===== src/rtl/svf_mc.sv =====
// Time-multiplexed Chamberlin state-variable filter for N_CH channels sharing one multiplier.
// Each accepted sample walks IDLE -> QB -> FH -> FB -> OUT; state is written back on leaving FB.
module svf_mc #(
   parameter  int N_CH      = 4,
   parameter  int DATA_W    = 16,
   parameter  int COEF_W    = 16,
   parameter  int COEF_FRAC = 14,
   localparam int CH_W      = $clog2(N_CH)
) (
   input  logic                     clk,
   input  logic                     rst,
   input  logic                     in_valid,
   output logic                     in_ready,
   input  logic [CH_W-1:0]          in_ch,
   input  logic signed [DATA_W-1:0] in_x,
   input  logic                     coef_we,
   input  logic [CH_W-1:0]          coef_ch,
   input  logic signed [COEF_W-1:0] coef_f,
   input  logic signed [COEF_W-1:0] coef_q,
   input  logic [1:0]               coef_mode,
   input  logic                     clr_we,
   input  logic [CH_W-1:0]          clr_ch,
   output logic                     out_valid,
   input  logic                     out_ready,
   output logic [CH_W-1:0]          out_ch,
   output logic signed [DATA_W-1:0] out_yh,
   output logic signed [DATA_W-1:0] out_yb,
   output logic signed [DATA_W-1:0] out_yl,
   output logic signed [DATA_W-1:0] out_yn,
   output logic signed [DATA_W-1:0] out_y
);

   localparam int PW = DATA_W + COEF_W;
   localparam logic signed [PW-1:0] MAX_W = (PW'(1) <<< (DATA_W - 1)) - PW'(1);
   localparam logic signed [PW-1:0] MIN_W = ~MAX_W;

   typedef enum logic [2:0] {S_IDLE, S_QB, S_FH, S_FB, S_OUT} state_t;

   function automatic logic signed [DATA_W-1:0] sat(input logic signed [PW-1:0] v);
      logic signed [DATA_W-1:0] r;
      if (v > MAX_W) begin
         r = MAX_W[DATA_W-1:0];
      end else if (v < MIN_W) begin
         r = MIN_W[DATA_W-1:0];
      end else begin
         r = v[DATA_W-1:0];
      end
      return r;
   endfunction

   function automatic logic signed [PW-1:0] sext(input logic signed [DATA_W-1:0] a);
      return {{(PW-DATA_W){a[DATA_W-1]}}, a};
   endfunction

   function automatic logic signed [DATA_W-1:0] add_sat(input logic signed [DATA_W-1:0] a,
                                                        input logic signed [DATA_W-1:0] b);
      return sat(sext(a) + sext(b));
   endfunction

   function automatic logic signed [DATA_W-1:0] sub_sat(input logic signed [DATA_W-1:0] a,
                                                        input logic signed [DATA_W-1:0] b);
      return sat(sext(a) - sext(b));
   endfunction

   function automatic logic signed [DATA_W-1:0] mul_sat(input logic signed [DATA_W-1:0] a,
                                                        input logic signed [COEF_W-1:0] c);
      logic signed [PW-1:0] p;
      p = a * c;
      return sat(p >>> COEF_FRAC);
   endfunction

   state_t state_q, state_d;
   logic [CH_W-1:0]          ch_q;
   logic signed [DATA_W-1:0] x_q, yb_q, yl_q, yh_q;
   logic signed [COEF_W-1:0] f_q, qc_q;
   logic [1:0]               mode_q;
   logic                     kill_q;
   logic                     out_valid_q;
   logic [CH_W-1:0]          out_ch_q;
   logic signed [DATA_W-1:0] out_yh_q, out_yb_q, out_yl_q, out_yn_q, out_y_q;

   logic signed [COEF_W-1:0] f_rf_q    [N_CH];
   logic signed [COEF_W-1:0] q_rf_q    [N_CH];
   logic [1:0]               mode_rf_q [N_CH];
   logic signed [DATA_W-1:0] yb_rf_q   [N_CH];
   logic signed [DATA_W-1:0] yl_rf_q   [N_CH];

   logic signed [DATA_W-1:0] mul_a_s, mul_r_s;
   logic signed [COEF_W-1:0] mul_c_s;
   logic signed [DATA_W-1:0] yh_new_s, yb_new_s, yl_new_s, yn_new_s, y_sel_s;
   logic                     accept_s, clr_hit_s;

   assign in_ready  = (state_q == S_IDLE);
   assign accept_s  = (state_q == S_IDLE) && in_valid;
   assign clr_hit_s = clr_we && (clr_ch == ch_q);

   assign out_valid = out_valid_q;
   assign out_ch    = out_ch_q;
   assign out_yh    = out_yh_q;
   assign out_yb    = out_yb_q;
   assign out_yl    = out_yl_q;
   assign out_yn    = out_yn_q;
   assign out_y     = out_y_q;

   // Shared multiplier operand select: yb*Q, then yh*F, then yb'*F.
   always_comb begin
      mul_a_s = '0;
      mul_c_s = '0;
      case (state_q)
         S_QB:    begin mul_a_s = yb_q; mul_c_s = qc_q; end
         S_FH:    begin mul_a_s = yh_q; mul_c_s = f_q;  end
         S_FB:    begin mul_a_s = yb_q; mul_c_s = f_q;  end
         default: begin mul_a_s = '0;   mul_c_s = '0;   end
      endcase
      mul_r_s  = mul_sat(mul_a_s, mul_c_s);
      yh_new_s = sub_sat(sub_sat(x_q, yl_q), mul_r_s);
      yb_new_s = add_sat(yb_q, mul_r_s);
      yl_new_s = add_sat(yl_q, mul_r_s);
      yn_new_s = add_sat(yh_q, yl_new_s);
      case (mode_q)
         2'd0:    y_sel_s = yl_new_s;
         2'd1:    y_sel_s = yb_q;
         2'd2:    y_sel_s = yh_q;
         2'd3:    y_sel_s = yn_new_s;
         default: y_sel_s = '0;
      endcase
   end

   // Next-state sequencing.
   always_comb begin
      state_d = state_q;
      case (state_q)
         S_IDLE:  if (in_valid) state_d = S_QB; else state_d = S_IDLE;
         S_QB:    state_d = S_FH;
         S_FH:    state_d = S_FB;
         S_FB:    state_d = S_OUT;
         S_OUT:   if (out_ready) state_d = S_IDLE; else state_d = S_OUT;
         default: state_d = S_IDLE;
      endcase
   end

   // Working registers and registered outputs.
   always_ff @(posedge clk or posedge rst) begin
      if (rst) begin
         state_q     <= S_IDLE;
         ch_q        <= '0;
         x_q         <= '0;
         f_q         <= '0;
         qc_q        <= '0;
         mode_q      <= 2'd0;
         yb_q        <= '0;
         yl_q        <= '0;
         yh_q        <= '0;
         kill_q      <= 1'b0;
         out_valid_q <= 1'b0;
         out_ch_q    <= '0;
         out_yh_q    <= '0;
         out_yb_q    <= '0;
         out_yl_q    <= '0;
         out_yn_q    <= '0;
         out_y_q     <= '0;
      end else begin
         state_q <= state_d;
         if (accept_s) begin
            ch_q   <= in_ch;
            x_q    <= in_x;
            f_q    <= f_rf_q[in_ch];
            qc_q   <= q_rf_q[in_ch];
            mode_q <= mode_rf_q[in_ch];
            yb_q   <= yb_rf_q[in_ch];
            yl_q   <= yl_rf_q[in_ch];
            kill_q <= clr_we && (clr_ch == in_ch);
         end else if (state_q != S_IDLE && state_q != S_OUT) begin
            kill_q <= kill_q | clr_hit_s;
         end
         if (state_q == S_QB) yh_q <= yh_new_s;
         if (state_q == S_FH) yb_q <= yb_new_s;
         // Leaving FB: publish the result; yb_q already holds yb'.
         if (state_q == S_FB) begin
            yl_q        <= yl_new_s;
            out_valid_q <= 1'b1;
            out_ch_q    <= ch_q;
            out_yh_q    <= yh_q;
            out_yb_q    <= yb_q;
            out_yl_q    <= yl_new_s;
            out_yn_q    <= yn_new_s;
            out_y_q     <= y_sel_s;
         end else if (state_q == S_OUT && out_ready) begin
            out_valid_q <= 1'b0;
         end
      end
   end

   // Per-channel coefficient and state files; a clear beats the FB writeback.
   always_ff @(posedge clk or posedge rst) begin
      if (rst) begin
         for (int i = 0; i < N_CH; i++) begin
            f_rf_q[i]    <= '0;
            q_rf_q[i]    <= '0;
            mode_rf_q[i] <= 2'd0;
            yb_rf_q[i]   <= '0;
            yl_rf_q[i]   <= '0;
         end
      end else begin
         for (int i = 0; i < N_CH; i++) begin
            if (coef_we && coef_ch == CH_W'(i)) begin
               f_rf_q[i]    <= coef_f;
               q_rf_q[i]    <= coef_q;
               mode_rf_q[i] <= coef_mode;
            end
            if (clr_we && clr_ch == CH_W'(i)) begin
               yb_rf_q[i] <= '0;
               yl_rf_q[i] <= '0;
            end else if (state_q == S_FB && ch_q == CH_W'(i) && !kill_q) begin
               yb_rf_q[i] <= yb_q;
               yl_rf_q[i] <= yl_new_s;
            end
         end
      end
   end

endmodule


===== config.mk =====
export PLATFORM = sky130hd
export DESIGN_NAME = svf_mc
export DESIGN_NICKNAME = d
export VERILOG_FILES = /design/src/rtl/svf_mc.sv
export SDC_FILE = /design/constraint.sdc
export NUM_CORES = 2
export LEC_CHECK = 0
export CAP_MARGIN = 5
export CORE_MARGIN = 3
export CORE_UTILIZATION = 25
export DETAILED_ROUTE_END_ITERATION = 7
export DONT_BUFFER_PORTS = 1
export PLACE_DENSITY = 0.42
export SKIP_CTS_REPAIR_TIMING = 1
export SYNTH_ARGS = -nofsm -noshare
export SYNTH_HDL_FRONTEND = slang
export SYNTH_SLANG_ARGS = --single-unit

===== constraint.sdc =====
create_clock -name clk -period 18.15 [get_ports clk]
set_input_delay 0.9075 -clock clk [delete_from_list [all_inputs] [get_ports clk]]
set_output_delay 0.9075 -clock clk [all_outputs]
set_load 0.02 [all_outputs]

==> results.py <==
metrics = {
    "finish": {
        "area_growth_pct": 12.0,
        "layout_commonest_cell": "nand2_1",
        "fin_area_sq_um": 36900,
        "nets": 3717,
        "diodes": 0,
        "nFillCells": 13873,
        "final_cell_mix": "nand2_1, dfrtp_1, inv_1",
        "layout-drive-gt1-share": 0.126,
    },
    "global_route": {
        "gr-total-overflow": 0,
        "antenna_found_initial": 4,
        "track_usage": 0.161,
        "grt_max_degree": 165,
        "grt_first_pass_wirelength_mm": 165,
        "grt_pass1_vias": 24231,
    },
    "floorplan": {
        "die_w_um": 369,
        "die-area_sq_um": 136000,
        "coreArea_sq_um": 130000,
        "ios": 146,
        "rows": 132,
        "initial_core_util": 0.253,
        "die_y_um": 369,
    },
    "timing": {
        "period_share": 0.853,
        "timing.final.max_slew_violations": 0,
        "finalHoldViolCount": 0,
        "clock_skew_ns": 0.0687,
        "rsz0062_at_grt": "no",
        "period_minus_slack_ns": 15.47,
        "slew_headroom": 0.222,
        "tightest_slew_ns": 1.16,
        "max_freq_mhz": 64.6,
        "final.setup.tns_ns": 0,
        "setup_viol": 0,
    },
    "critical_path": {
        "critPathMaxFanout": 47,
        "cp-start-kind": "register",
        "critPathBufInv": 8,
        "crit_family": "compound AO/OA/AOI/OAI gates",
        "crit_slowest_cell": "nor2b_4",
        "endpoint_kind": "register",
        "worstSetupPathType": "register to register",
        "cp.required_ns": 18.64,
        "crit_path_frequent_cell": "fa_1",
        "slowest_delay_ns": 0.98,
        "cp.arrival_ns": 15.96,
        "r2r_slack_ns": 2.68,
    },
    "logic_synthesis": {
        "async_flop_share": 1.00,
        "synthFlopType": "dfrtp_1",
        "synth_nets": 3776,
        "syn-instance-count": 3289,
        "ys_warn_count": 0,
        "syn-cell-area_sq_um": 33000,
        "synth_seq_cells": 451,
        "synth_cell_type_count": 85,
        "syn_avg_cell_area_sq_um": 10.0,
        "synth-edff-count": 0,
        "yosysSeqAreaShare": 0.342,
    },
    "clock_tree": {
        "cts.sinks": 451,
        "cts-buffers-inserted": 52,
        "clockRootBuffer": "clkbuf_16",
        "cts_tree": "built",
        "clk_latency_ns": 0.64,
        "clock_path_buffers": 3,
        "cts_max_level": 2,
        "path_clk_slew_ns": 0.06,
    },
    "placement": {
        "dp_hpwl_mm": 80.3,
        "place_area_sq_um": 35000,
        "place_congestion": 0.836,
        "port_buffers": 0,
    },
    "route": {
        "ant_nets": 0,
        "drtPass1Iterations": 5,
        "drc": 0,
        "drtIter0Drc": 1690,
        "routed_wirelength_mm": 110,
        "vias": 23991,
        "wire_per_inst_um": 21.9,
        "avgViaCountPerCell": 4.78,
    },
    "status": {
        "status": "finished clean",
    },
    "run": {
        "cap_viol_max_count": 0,
    },
    "min_path": {
        "hp-class": "primary input to asynchronous set/reset pin",
    },
}
[cells by family (layout without fill, tap and decap cells)]
group                      count (synthesis)  count (layout)  share of synthesized area
buffers and inverters                    537             521                     0.0628
and+or+nand+nor                          906             906                      0.115
AOI/OAI and AO/OA                        663             663                      0.137
xor gates and xnor gates                  88              88                     0.0234
DFF                                      451             451                      0.342
muxes                                    219             219                     0.0971
adders and majority gates                425             425                      0.222
[metal layers]
layer / wire (um) / global-route usage / up-vias
met5: 0 / 0 / -
met4: 3110 / 0.0446 / 0
met3: 5590 / 0.0248 / 125
met2: 49800 / 0.250 / 580
met1: 51200 / 0.231 / 12295
li1: - / - / 10991
[state kept, by name, summed over array words and instances (netlist names), 3 cells and up]
signal     flops
f_rf_q        64
q_rf_q        64
yb_rf_q       64
yl_rf_q       64
f_q           16
out_y         16
out_yb        16
out_yh        16
out_yl        16
out_yn        16
qc_q          16
x_q           16
yb_q          16
yh_q          16
yl_q          16
mode_rf_q      8
state_q        3
[worst register-to-register path, delay by kind of cell (launching register included)]
| family | cells | cell delay (ns) |
|---|---|---|
| buffers and inverters | 8 | 1.03 |
| AO/OA/AOI/OAI | 19 | 5.47 |
| AND/OR/NAND/NOR | 11 | 3.61 |
| adder cells (fa/ha/maj) | 10 | 4.56 |
| flip-flops | 1 | 0.67 |
[synth_stat cells (6+ instances only)]
cell type,count,area [sq um]
a211oi_1,14,105
o31ai_1,22,165
o21a_1,12,90.1
nor2_1,210,788
mux4_2,67,1510
and3_1,13,81.3
fa_1,266,5330
dfrtp_1,451,11300
clkbuf_1,146,548
ha_1,159,1990
nor2b_1,18,113
mux2i_1,16,160
inv_1,363,1360
buf_2,6,30.0
a221o_1,7,70.1
nand3_1,25,125
nor3_1,38,190
a2bb2oi_1,7,61.3
buf_1,15,56.3
mux2_2,136,1530
nand3b_1,9,67.6
xnor2_1,65,569
a22o_1,97,850
o21ai_0,158,791
xor2_1,23,201
and2_1,8,50.1
o21bai_1,11,82.6
a22oi_1,44,330
a21o_1,39,293
o22ai_1,34,213
o21ai_1,19,95.1
a2bb2oi_2,10,150
or2_2,6,37.5
o211ai_1,6,45.0
a31oi_1,20,125
nand2b_1,21,131
or3_1,6,37.5
a21oi_1,111,556
nand2_1,533,2000
[through the flow]
| stage | util | hold slack [ns] | instances | setup WS (ns) |
|---|---|---|---|---|
| 3_3_place_gp | 0.269 | 0.459 | 4917 | 3.17 |
| 5_1_grt | 0.284 | 0.205 | 5015 | 1.60 |
| 2_1_floorplan | - | 0.445 | 3289 | 4.67 |
| 4_1_cts | 0.284 | 0.179 | 5014 | 2.82 |
| 6_report | 0.284 | 0.193 | 5015 | 2.68 |
| 3_5_place_dp | 0.269 | 0.468 | 4917 | 2.86 |
[area by class of cell]
type / instances / area (sq um) / area share
Clock inverter: 25 / 410 / 0.0111
Tap cell: 1742 / 2180 / 0.0590
Timing Repair Buffer: 60 / 463 / 0.0125
Multi-Input combinational cell: 2301 / 19700 / 0.533
Clock buffer: 72 / 1520 / 0.0411
Inverter: 364 / 1380 / 0.0374
Sequential cell: 451 / 11300 / 0.306
[final timing paths]
| check | start | to | depth (start not counted) |
|---|---|---|---|
| hold reg to reg | yl_rf_q[16] | yl_rf_q[16] | 2 |
| hold / removal | rst | x_q[4] | 1 |
| min in group clk | in_x[14] | x_q[14] | 2 |
| max in group asynchronous | rst | out_valid | 3 |
| setup / recovery | state_q[1] | out_y[8] | 48 |
| setup reg to reg | state_q[1] | out_y[8] | 48 |
Power is left out: the tool's default activity adds up to more than one toggle a clock period on the data nets, which glitch-free logic cannot reach.
